===== src/rtl/pipeline_pkg.sv =====
// Shared RV32I decode definitions for the ID stage: opcodes, operation classes and immediate formats.
package pipeline_pkg;

   localparam int XLEN     = 32;
   localparam int NUM_REGS = 32;

   localparam logic [6:0] OPC_OP     = 7'b0110011;
   localparam logic [6:0] OPC_OP_IMM = 7'b0010011;
   localparam logic [6:0] OPC_LOAD   = 7'b0000011;
   localparam logic [6:0] OPC_STORE  = 7'b0100011;
   localparam logic [6:0] OPC_BRANCH = 7'b1100011;
   localparam logic [6:0] OPC_JAL    = 7'b1101111;
   localparam logic [6:0] OPC_LUI    = 7'b0110111;

   typedef enum logic [3:0] {
      OP      = 4'd0,
      OP_IMM  = 4'd1,
      LOAD    = 4'd2,
      STORE   = 4'd3,
      BRANCH  = 4'd4,
      JAL     = 4'd5,
      LUI     = 4'd6,
      ILLEGAL = 4'd7
   } op_class_e;

   typedef enum logic [2:0] {
      IMM_NONE,
      IMM_I,
      IMM_S,
      IMM_B,
      IMM_J,
      IMM_U
   } imm_fmt_e;

   // Anything outside the supported subset, including compressed encodings, becomes ILLEGAL.
   function automatic op_class_e classify(input logic [31:0] ir);
      op_class_e c;
      c = ILLEGAL;
      if (ir[1:0] == 2'b11) begin
         case (ir[6:0])
            OPC_OP:     c = OP;
            OPC_OP_IMM: c = OP_IMM;
            OPC_LOAD:   c = LOAD;
            OPC_STORE:  c = STORE;
            OPC_BRANCH: c = BRANCH;
            OPC_JAL:    c = JAL;
            OPC_LUI:    c = LUI;
            default:    c = ILLEGAL;
         endcase
      end
      return c;
   endfunction

   function automatic imm_fmt_e immFormat(input op_class_e op);
      imm_fmt_e f;
      case (op)
         OP_IMM, LOAD: f = IMM_I;
         STORE:        f = IMM_S;
         BRANCH:       f = IMM_B;
         JAL:          f = IMM_J;
         LUI:          f = IMM_U;
         default:      f = IMM_NONE;
      endcase
      return f;
   endfunction

endpackage


===== src/rtl/pipeline_stage_id_if.sv =====
// Fetch-to-decode and decode-to-execute handshake bundle; slave is the ID stage, master the surrounding pipeline.
interface pipeline_stage_id_if;
   import pipeline_pkg::*;

   logic [31:0]     if_id_ir;
   logic [XLEN-1:0] if_id_pc;
   logic            if_id_valid;
   logic            id_ready;
   logic            ex_ready;
   logic            id_ex_valid;
   logic [XLEN-1:0] id_ex_pc;
   logic [XLEN-1:0] id_ex_rs1_val;
   logic [XLEN-1:0] id_ex_rs2_val;
   logic [XLEN-1:0] id_ex_imm;
   logic [4:0]      id_ex_rd;
   op_class_e       id_ex_op;
   logic [3:0]      id_ex_funct;

   modport master (
      output if_id_ir, if_id_pc, if_id_valid, ex_ready,
      input  id_ready, id_ex_valid, id_ex_pc, id_ex_rs1_val, id_ex_rs2_val,
             id_ex_imm, id_ex_rd, id_ex_op, id_ex_funct
   );

   modport slave (
      input  if_id_ir, if_id_pc, if_id_valid, ex_ready,
      output id_ready, id_ex_valid, id_ex_pc, id_ex_rs1_val, id_ex_rs2_val,
             id_ex_imm, id_ex_rd, id_ex_op, id_ex_funct
   );

endinterface


===== src/rtl/pipeline_regfile.sv =====
// 32x32 register file, two async read ports and one write port; x0 reads zero.
// PIPELINE_ID_BYPASS_EN forwards a same-cycle write into the read ports.
module pipeline_regfile
   import pipeline_pkg::*;
(
   input  logic            clk,
   input  logic            rst,
   input  logic            i_we,
   input  logic [4:0]      i_waddr,
   input  logic [XLEN-1:0] i_wdata,
   input  logic [4:0]      i_raddr1,
   output logic [XLEN-1:0] o_rdata1,
   input  logic [4:0]      i_raddr2,
   output logic [XLEN-1:0] o_rdata2
);

   logic [XLEN-1:0] r_regs [NUM_REGS];
   logic            w_hit1;
   logic            w_hit2;

   always_ff @(posedge clk) begin
      if (rst) begin
         for (int i = 0; i < NUM_REGS; i++) begin
            r_regs[i] <= '0;
         end
      end else if (i_we && (i_waddr != 5'd0)) begin
         r_regs[i_waddr] <= i_wdata;
      end
   end

`ifdef PIPELINE_ID_BYPASS_EN
   assign w_hit1 = i_we && (i_waddr != 5'd0) && (i_waddr == i_raddr1);
   assign w_hit2 = i_we && (i_waddr != 5'd0) && (i_waddr == i_raddr2);
`else
   assign w_hit1 = 1'b0;
   assign w_hit2 = 1'b0;
`endif

   assign o_rdata1 = (i_raddr1 == 5'd0) ? '0 : (w_hit1 ? i_wdata : r_regs[i_raddr1]);
   assign o_rdata2 = (i_raddr2 == 5'd0) ? '0 : (w_hit2 ? i_wdata : r_regs[i_raddr2]);

endmodule


===== src/rtl/pipeline_stage_id.sv =====
// RV32I-subset Instruction Decode stage with load-use interlock and a registered ID/EX stage.
// Without PIPELINE_ID_BYPASS_EN, ID also stalls while writeback targets a source register it needs.
module pipeline_stage_id
   import pipeline_pkg::*;
(
   input  logic               clk,
   input  logic               rst,
   pipeline_stage_id_if.slave bus,
   input  logic               flush,
   input  logic               wb_we,
   input  logic [4:0]         wb_rd,
   input  logic [XLEN-1:0]    wb_data
);

   logic [31:0]     w_ir;
   op_class_e       w_op;
   logic [4:0]      w_rs1;
   logic [4:0]      w_rs2;
   logic [4:0]      w_rd;
   logic            w_rs1Used;
   logic            w_rs2Used;
   logic [XLEN-1:0] w_rdata1;
   logic [XLEN-1:0] w_rdata2;
   logic [XLEN-1:0] w_imm;
   logic            w_adv;
   logic            w_loadUse;
   logic            w_wbConflict;
   logic            w_ready;

   logic            r_valid;
   logic [XLEN-1:0] r_pc;
   logic [XLEN-1:0] r_rs1Val;
   logic [XLEN-1:0] r_rs2Val;
   logic [XLEN-1:0] r_imm;
   logic [4:0]      r_rd;
   op_class_e       r_op;
   logic [3:0]      r_funct;

   assign w_ir      = bus.if_id_ir;
   assign w_op      = classify(w_ir);
   assign w_rs1     = w_ir[19:15];
   assign w_rs2     = w_ir[24:20];
   assign w_rs1Used = !((w_op == JAL) || (w_op == LUI));
   assign w_rs2Used = (w_op == OP) || (w_op == STORE) || (w_op == BRANCH);
   assign w_rd      = ((w_op == STORE) || (w_op == BRANCH) || (w_op == ILLEGAL)) ? 5'd0 : w_ir[11:7];

   pipeline_regfile u_regfile (
      .clk      (clk),
      .rst      (rst),
      .i_we     (wb_we),
      .i_waddr  (wb_rd),
      .i_wdata  (wb_data),
      .i_raddr1 (w_rs1),
      .o_rdata1 (w_rdata1),
      .i_raddr2 (w_rs2),
      .o_rdata2 (w_rdata2)
   );

   always_comb begin
      w_imm = '0;
      case (immFormat(w_op))
         IMM_I:   w_imm = {{20{w_ir[31]}}, w_ir[31:20]};
         IMM_S:   w_imm = {{20{w_ir[31]}}, w_ir[31:25], w_ir[11:7]};
         IMM_B:   w_imm = {{19{w_ir[31]}}, w_ir[31], w_ir[7], w_ir[30:25], w_ir[11:8], 1'b0};
         IMM_J:   w_imm = {{11{w_ir[31]}}, w_ir[31], w_ir[19:12], w_ir[20], w_ir[30:21], 1'b0};
         IMM_U:   w_imm = {w_ir[31:12], 12'h000};
         default: w_imm = '0;
      endcase
   end

   // A load still sitting in ID/EX cannot supply its result to the instruction behind it.
   assign w_adv     = !r_valid || bus.ex_ready;
   assign w_loadUse = r_valid && (r_op == LOAD) && (r_rd != 5'd0) &&
                      ((w_rs1Used && (r_rd == w_rs1)) || (w_rs2Used && (r_rd == w_rs2)));

`ifdef PIPELINE_ID_BYPASS_EN
   assign w_wbConflict = 1'b0;
`else
   assign w_wbConflict = wb_we && (wb_rd != 5'd0) &&
                         ((w_rs1Used && (wb_rd == w_rs1)) || (w_rs2Used && (wb_rd == w_rs2)));
`endif

   assign w_ready = rst ? 1'b0 : (flush ? 1'b1 : (w_adv && !w_loadUse && !w_wbConflict));

   // Flush kills ID/EX and swallows the fetch word; otherwise load on accept, bubble on stall, hold on backpressure.
   always_ff @(posedge clk) begin
      if (rst) begin
         r_valid  <= 1'b0;
         r_pc     <= '0;
         r_rs1Val <= '0;
         r_rs2Val <= '0;
         r_imm    <= '0;
         r_rd     <= '0;
         r_op     <= ILLEGAL;
         r_funct  <= '0;
      end else if (flush) begin
         r_valid <= 1'b0;
      end else if (w_adv) begin
         if (bus.if_id_valid && w_ready) begin
            r_valid  <= 1'b1;
            r_pc     <= bus.if_id_pc;
            r_rs1Val <= w_rs1Used ? w_rdata1 : '0;
            r_rs2Val <= w_rs2Used ? w_rdata2 : '0;
            r_imm    <= w_imm;
            r_rd     <= w_rd;
            r_op     <= w_op;
            r_funct  <= {w_ir[30], w_ir[14:12]};
         end else begin
            r_valid <= 1'b0;
         end
      end
   end

   assign bus.id_ready      = w_ready;
   assign bus.id_ex_valid   = r_valid;
   assign bus.id_ex_pc      = r_pc;
   assign bus.id_ex_rs1_val = r_rs1Val;
   assign bus.id_ex_rs2_val = r_rs2Val;
   assign bus.id_ex_imm     = r_imm;
   assign bus.id_ex_rd      = r_rd;
   assign bus.id_ex_op      = r_op;
   assign bus.id_ex_funct   = r_funct;

endmodule

===== src/flat_wrapper.sv =====
// flat-port wrapper written by rule: the top's interface ports become plain ports
module pipeline_stage_id_flat import pipeline_pkg::*;
  (clk, rst, flush, wb_we, wb_rd, wb_data, bus_if_id_ir, bus_if_id_pc, bus_if_id_valid, bus_ex_ready, bus_id_ready, bus_id_ex_valid, bus_id_ex_pc, bus_id_ex_rs1_val, bus_id_ex_rs2_val, bus_id_ex_imm, bus_id_ex_rd, bus_id_ex_op, bus_id_ex_funct);
  pipeline_stage_id_if bus_i ();
  input  logic clk;
  input  logic rst;
  input  logic flush;
  input  logic wb_we;
  input  logic [4:0] wb_rd;
  input  logic [XLEN-1:0] wb_data;
  input wire logic [$bits(bus_i.if_id_ir)-1:0] bus_if_id_ir;
  input wire logic [$bits(bus_i.if_id_pc)-1:0] bus_if_id_pc;
  input wire logic [$bits(bus_i.if_id_valid)-1:0] bus_if_id_valid;
  input wire logic [$bits(bus_i.ex_ready)-1:0] bus_ex_ready;
  output wire logic [$bits(bus_i.id_ready)-1:0] bus_id_ready;
  output wire logic [$bits(bus_i.id_ex_valid)-1:0] bus_id_ex_valid;
  output wire logic [$bits(bus_i.id_ex_pc)-1:0] bus_id_ex_pc;
  output wire logic [$bits(bus_i.id_ex_rs1_val)-1:0] bus_id_ex_rs1_val;
  output wire logic [$bits(bus_i.id_ex_rs2_val)-1:0] bus_id_ex_rs2_val;
  output wire logic [$bits(bus_i.id_ex_imm)-1:0] bus_id_ex_imm;
  output wire logic [$bits(bus_i.id_ex_rd)-1:0] bus_id_ex_rd;
  output wire logic [$bits(bus_i.id_ex_op)-1:0] bus_id_ex_op;
  output wire logic [$bits(bus_i.id_ex_funct)-1:0] bus_id_ex_funct;
  assign bus_i.if_id_ir = bus_if_id_ir;
  assign bus_i.if_id_pc = bus_if_id_pc;
  assign bus_i.if_id_valid = bus_if_id_valid;
  assign bus_i.ex_ready = bus_ex_ready;
  assign bus_id_ready = bus_i.id_ready;
  assign bus_id_ex_valid = bus_i.id_ex_valid;
  assign bus_id_ex_pc = bus_i.id_ex_pc;
  assign bus_id_ex_rs1_val = bus_i.id_ex_rs1_val;
  assign bus_id_ex_rs2_val = bus_i.id_ex_rs2_val;
  assign bus_id_ex_imm = bus_i.id_ex_imm;
  assign bus_id_ex_rd = bus_i.id_ex_rd;
  assign bus_id_ex_op = bus_i.id_ex_op;
  assign bus_id_ex_funct = bus_i.id_ex_funct;
  pipeline_stage_id u_core (.clk(clk), .rst(rst), .bus(bus_i), .flush(flush), .wb_we(wb_we), .wb_rd(wb_rd), .wb_data(wb_data));
endmodule

===== config.mk =====
export PLATFORM = sky130hd
export DESIGN_NAME = pipeline_stage_id_flat
export DESIGN_NICKNAME = d
export VERILOG_FILES = /design/src/rtl/pipeline_pkg.sv /design/src/rtl/pipeline_stage_id_if.sv /design/src/rtl/pipeline_regfile.sv /design/src/rtl/pipeline_stage_id.sv /design/src/flat_wrapper.sv
export SDC_FILE = /design/constraint.sdc
export NUM_CORES = 2
export LEC_CHECK = 0
export ABC_AREA = 1
export CORE_MARGIN = 3
export CORE_UTILIZATION = 44
export CTS_CLUSTER_DIAMETER = 30
export DETAILED_ROUTE_END_ITERATION = 10
export HOLD_SLACK_MARGIN = 0.02
export PLACE_DENSITY_LB_ADDON = 0.15
export SLEW_MARGIN = 25
export SYNTH_ARGS = -nofsm -noshare
export SYNTH_HDL_FRONTEND = slang
export SYNTH_SLANG_ARGS = --single-unit

===== constraint.sdc =====
create_clock -name clk -period 3.7 [get_ports clk]
set_clock_uncertainty 0.1 [all_clocks]
set_input_delay 1.11 -clock clk [delete_from_list [all_inputs] [get_ports clk]]
set_output_delay 1.11 -clock clk [all_outputs]
set_load 0.01 [all_outputs]

* After elaboration in Yosys (flattened, before gate mapping)
Memory sizes are Yosys's and may differ from the RTL's. Index checks and enable logic that the tools add are counted.
Cells by class: eq/ne operators 25, multiplexer cells 20, bitwise operators 1, reductions and logical operators 33
Operators by type and width (count):
- $mux W32 | 5
- $pmux W32 S5 | 1
- $reduce_or A32 Y1 | 1
- $eq A7 B6 Y1 const B | 3
- $pmux W3 S7 | 1
- $eq A5 B5 Y1 | 4
- $eq A4 B3 Y1 const B | 4
- $pmux W3 S5 | 1
- $eq A7 B7 Y1 const B | 2
- $eq A4 B2 Y1 const B | 3
- $logic_and A1 B1 Y1 | 12
- $logic_not A5 Y1 | 2
- $mux W5 | 2
- $reduce_bool A5 Y1 | 2
- $mux W1 | 9
- $logic_or A1 B1 Y1 | 8
- $eq A7 B2 Y1 const B | 1
- $eq A7 B5 Y1 const B | 1
- $eq A3 B2 Y1 const B | 2
- $eq A3 B3 Y1 const B | 2
- $eq A4 B1 Y1 const B | 1
- $logic_not A1 Y1 | 4
- $logic_not A4 Y1 | 1
- $mux W4 | 1
- 5 further kinds | 6
Word-level totals: register bits 142, memory bits (writable) 1024, output and inout bits 143, word-level logic and storage cells 88, memories 1
Memory list:
- u_core.u_regfile.r_regs | words 32, bits a word 32, rd ports 2, clocked after Yosys merged registers in 0, write ports 32, line pipeline_regfile.sv:17 | logic [XLEN-1:0] r_regs [NUM_REGS];

* Depth between registers and ports, before layout
depth in word-level cells 16, gate-level depth with buffers 19, mapped depth without buffers 16

* By module
Synthesis repeated with hierarchy kept, for this count alone.
Second synthesis, totals: cells, all modules 8223, area, all modules 63229.4 um2
Modules (own cells, without submodules):
- pipeline_regfile | times used 1, cells an instance 7252, area an instance 56525.5 um2, sequential area each 30749.5 um2
- pipeline_stage_id | times used 1, cells an instance 971, area an instance 6703.9 um2, sequential area each 2822.7 um2

* Least setup slack after synthesis
Ideal clock, no wire load.
path type input -> register, start input wb_rd[4], end memory u_core.u_regfile.r_regs[13][0] (enable), data arrival time 3.105 ns, path slack 0.106 ns, stages 10, buffers on the path 2, cells stage by stage clkbuf_1 inv_2 nand4_1 nand2_1 nor2_1 nand3_1 inv_1 nand2_1 clkbuf_1 nand2_1
RTL lines:
- from (decl) | line flat_wrapper.sv:9 | input logic [4:0] wb_rd;
- to (decl) | line pipeline_regfile.sv:17

* Final worst setup path
start input bus_if_id_ir[2], end output bus_id_ready
Between the ends: longest elaborated chain between the ends 14
Ends and longest elaborated chain:
- from (decl) | line flat_wrapper.sv:11 | input wire logic [$bits(bus_i.if_id_ir)-1:0] bus_if_id_ir;
- $eq A7 B6 Y1, or another cell as far along | line pipeline_pkg.sv:40 | case (ir[6:0])
- $pmux W3 S7 * | line pipeline_pkg.sv:40
- $mux W4 * | line pipeline_pkg.sv:39 | if (ir[1:0] == 2'b11) begin
- $eq A4 B3 Y1, or another cell as far along | line pipeline_stage_id.sv:43 | assign w_rs1Used = !((w_op == JAL) || (w_op == LUI));
- $logic_or A1 B1 Y1 (on tied branches) | line pipeline_stage_id.sv:43, pipeline_stage_id.sv:44
- $logic_not A1 Y1 or $logic_or A1 B1 Y1 (tied branches) | line pipeline_stage_id.sv:43, pipeline_stage_id.sv:44
- $logic_and A1 B1 Y1 | line pipeline_stage_id.sv:74 | ((w_rs1Used && (r_rd == w_rs1)) || (w_rs2Used && (r_rd == w_rs2)));
- $logic_or A1 B1 Y1 | line pipeline_stage_id.sv:74
- $logic_and A1 B1 Y1 | line pipeline_stage_id.sv:73 | assign w_loadUse = r_valid && (r_op == LOAD) && (r_rd != 5'd0) &&
- $logic_not A1 Y1 | line pipeline_stage_id.sv:83 | assign w_ready = rst ? 1'b0 : (flush ? 1'b1 : (w_adv && !w_loadUse && !w_wbConflict));
- $logic_and A1 B1 Y1 | line pipeline_stage_id.sv:83
- $logic_and A1 B1 Y1 * | line pipeline_stage_id.sv:83
- $mux W1 * (2 in series) | line pipeline_stage_id.sv:83
- to (decl) | line flat_wrapper.sv:15 | output wire logic [$bits(bus_i.id_ready)-1:0] bus_id_ready;
Mark *: on every way between the ends. The rest lies on a longest branch, timed or not.

==> flow_metrics.py <==
metrics = {
    "status": {
        "status": "complete, no violations",
    },
    "synth": {
        "synth-seq-cells": 1165,
        "yosysTopAreaCell": "edfxtp_1",
        "yosysTopAreaCellShare_pct": 51.0,
        "syn_inst": 7130,
        "synth_warnings": 0,
        "avgSynthCellArea_um2": 8.46,
        "syn_area_mm2": 0.0604,
        "synth_ff_type": "edfxtp_1",
        "ys_types": 36,
        "synth-seq-area-share_pct": 55.6,
        "synthTopCellsByArea": "edfxtp_1 51%, o21ai_0 9.6%, nor2_1 8.3%",
        "synth_edf_count": 1024,
        "async_reset_ff_share_pct": 0,
    },
    "global_routing": {
        "grt_pass1_wl_um": 358000,
        "grt_max_degree": 173,
        "grt_pass1_vias": 54100,
        "overflow": 0,
        "track_usage_pct": 34.3,
        "antenna_found_initial": 11,
    },
    "power_and_ir_drop": {
        "power.leakage_nw": 29.8,
        "ir_drop_mv": 0.473,
        "powerDensity_mw_per_mm2": 584,
        "total_power_mw": 45.0,
    },
    "drt": {
        "via_count": 57200,
        "wirelength_um": 249000,
        "drc": 0,
        "first_pass_iters": 10,
        "wl_per_cell_um": 26.3,
        "antenna_left": 0,
        "vias_per_cell": 6.05,
        "drtIter0Drc": 8337,
    },
    "worst_setup_path": {
        "cp-end-kind": "primary output",
        "worst_path_most_repeated_cell": "nor2_4",
        "crit_start": "bus_if_id_ir[2]",
        "rr_startpoint": "u_core.bus.id_ex_rd[0]",
        "crit_arrival_ns": 2.44,
        "critPathMaxFanout": 3,
        "path_cells": "buf_6 > inv_2 > nand2_4 > buf_4 > nor3_2 > nor2_4 > nand3_2 > nand2_2 > a21oi_4 > nor2_4 > nor2_4 > buf_6",
        "max_stage_delay_ns": 0.19,
        "startpoint_type": "input pin",
        "crit_family": "simple AND/OR/NAND/NOR gates",
        "crit_required_ns": 2.49,
        "path_class": "input pin to primary output",
        "crit_slowest_cell": "nor3_2",
        "crit_buf_inv": 4,
    },
    "cells_and_area": {
        "seq_area_mm2": 0.0336,
        "fin_area_mm2": 0.0771,
        "fill_cells": 11800,
        "final_nets": 7561,
        "layout_commonest_cell": "nor2_1",
        "final_cell_mix": "1324 x nor2_1, 1162 x o21ai_0, 1024 x edfxtp_1",
        "drive_gt1_share_pct": 12.7,
        "multi_input_area_mm2": 0.0226,
        "finalCoreUtilization_pct": 56.8,
        "synthToLayoutAreaGrowth_pct": 27.7,
    },
    "clocking": {
        "insertion_delay_ns": 0.91,
        "numCtsBuffers": 295,
        "cts_tree": "built",
        "cts_buffer_depth": 4,
        "htreeDepth": 5,
        "cts-root-buf": "clkbuf_16",
        "clk_pin_slew_ns": 0.04,
        "clkSinkCount": 1165,
    },
    "die": {
        "die_y_um": 376,
        "initial_core_util_pct": 44.4,
        "fp.coreArea_mm2": 0.136,
        "rows": 135,
        "die_area_mm2": 0.142,
        "io_pins": 250,
        "die_width_um": 376,
    },
    "timing": {
        "period_minus_slack_ns": 3.65,
        "setup_viol": 0,
        "fmax_mhz": 274,
        "final_max_slew_viol_count": 0,
        "maxSlewHeadroom_pct": 43.4,
        "finalCritPeriodShare_pct": 98.8,
        "worstMarginPinSlew_ns": 0.850,
        "hold_violations": 0,
    },
    "placed_design": {
        "postPlaceCellArea_mm2": 0.0671,
        "place.gp.congestion": 0.923,
        "port_buffers": 248,
        "hpwl_um": 150000,
    },
    "hold_path": {
        "hold_class": "flip-flop to flip-flop",
        "holdCritStartpoint": "u_core.bus.id_ex_pc[3]",
    },
    "job": {
        "drv_cap": 0,
    },
}
## power by group
part	switching (mW)	total, mW	internal, mW
Combinational	3.13	4.49	1.36
Sequential	0.277	15.3	15.0
Clock	7.57	25.2	17.7
## logic make-up (layout without fill, tap and decap cells)
logic type | Yosys count | count (layout) | synth area share, %
AO/OA/AOI/OAI | 2234 | 2234 | 19.8
XOR/XNOR | 6 | 6 | 0.0871
buffers and inverters | 1182 | 1687 | 7.62
flip-flops | 1165 | 1165 | 55.6
other | 1 | 40 | 0.00621
AND/OR/NAND/NOR | 2542 | 2542 | 16.9
## Yosys cell counts, types with 2 or more instances
cell and n:
xnor2_1 4, o2111ai_1 18, nand4_1 3, o211ai_1 247, o21a_1 3, nor3_1 9, clkinv_1 2, nand2_2 2
edfxtp_1 1024, nor2_1 1340, buf_2 82, dfxtp_1 141, a211oi_1 2, inv_1 487, nand2_1 710, a21oi_1 774
nand3_1 474, buf_1 65, buf_4 16, o21ai_0 1162, a31oi_1 9, xor2_1 2, inv_2 14, o21ai_1 2
o22ai_1 11, clkbuf_1 516, o221ai_1 2
## timing repair
action / 4_1_cts / 5_1_grt
hold buffers: 0 / 0
pin swaps: 27 / 4
hold endpoints to repair: 0 / 0
endpoints found under the setup margin: 1 / 1
buffers inserted: 13 / 0
resized for setup: 127 / 7
## per-layer routing
| metal | GRT usage, % | share of wire, % | vias to the layer above | routed length (um) |
|---|---|---|---|---|
| met1 | 44.8 | 37 | 27100 | 93200 |
| met3 | 10.6 | 14 | 736 | 35000 |
| met4 | 20.9 | 6.3 | 6 | 15600 |
| li1 | - | - | 25200 | - |
| met5 | 0 | 0.012 | - | 29 |
| met2 | 49.7 | 42 | 4094 | 105000 |
## final timing paths
path | end | slack, ns | depth (start not counted)
worst max-delay path | bus_id_ready | 0.05 | 12
worst max register to register | u_core.bus.id_ex_rs1_val[7] | 1.38 | 16
worst min-delay path | u_core.bus.id_ex_pc[3] | 0.36 | 2
worst min register to register | u_core.bus.id_ex_pc[3] | 0.36 | 2
## sequential cells by signal, indices dropped and copies added, names as in the netlist, 3 cells and up
| signal | cells |
|---|---|
| u_core.bus.id_ex_funct | 4 |
| u_core.bus.id_ex_imm | 32 |
| u_core.bus.id_ex_op | 3 |
| u_core.bus.id_ex_pc | 32 |
| u_core.bus.id_ex_rd | 5 |
| u_core.bus.id_ex_rs1_val | 32 |
| u_core.bus.id_ex_rs2_val | 32 |
| u_core.u_regfile.r_regs | 1024 |
## area by class of cell
| cell class | instances | area share, % |
|---|---|---|
| antenna | 7 | 0.0227 |
| sequential | 1165 | 43.6 |
| tap | 1781 | 2.89 |
| inverter | 503 | 2.48 |
| clock inverter | 153 | 2.34 |
| multi-input combinational | 4815 | 29.3 |
| clock buffer | 357 | 10.3 |
| timing repair buffer | 674 | 9.15 |
## tightest hold or removal path: cells and delay by family, from the launching register on
| family | cells | cell delay [ns] |
|---|---|---|
| AO/OA/AOI/OAI | 1 | 0.05 |
| flip-flops | 1 | 0.30 |
| AND/OR/NAND/NOR | 1 | 0.06 |
## through the flow
stage	instances	setup WS, ns	hold WS [ns]	TNS, ns
after floorplan	7162	0.106	0.388	0
after global placement	8927	-0.875	0.351	-8.84
after detailed placement	8927	-0.876	0.354	-11.20
after CTS	9448	0.00105	0.361	0
after global routing	9449	-0.00453	0.378	-0.00453
final	9455	0.0458	0.357	0
Power figures use the tool's default switching activity.
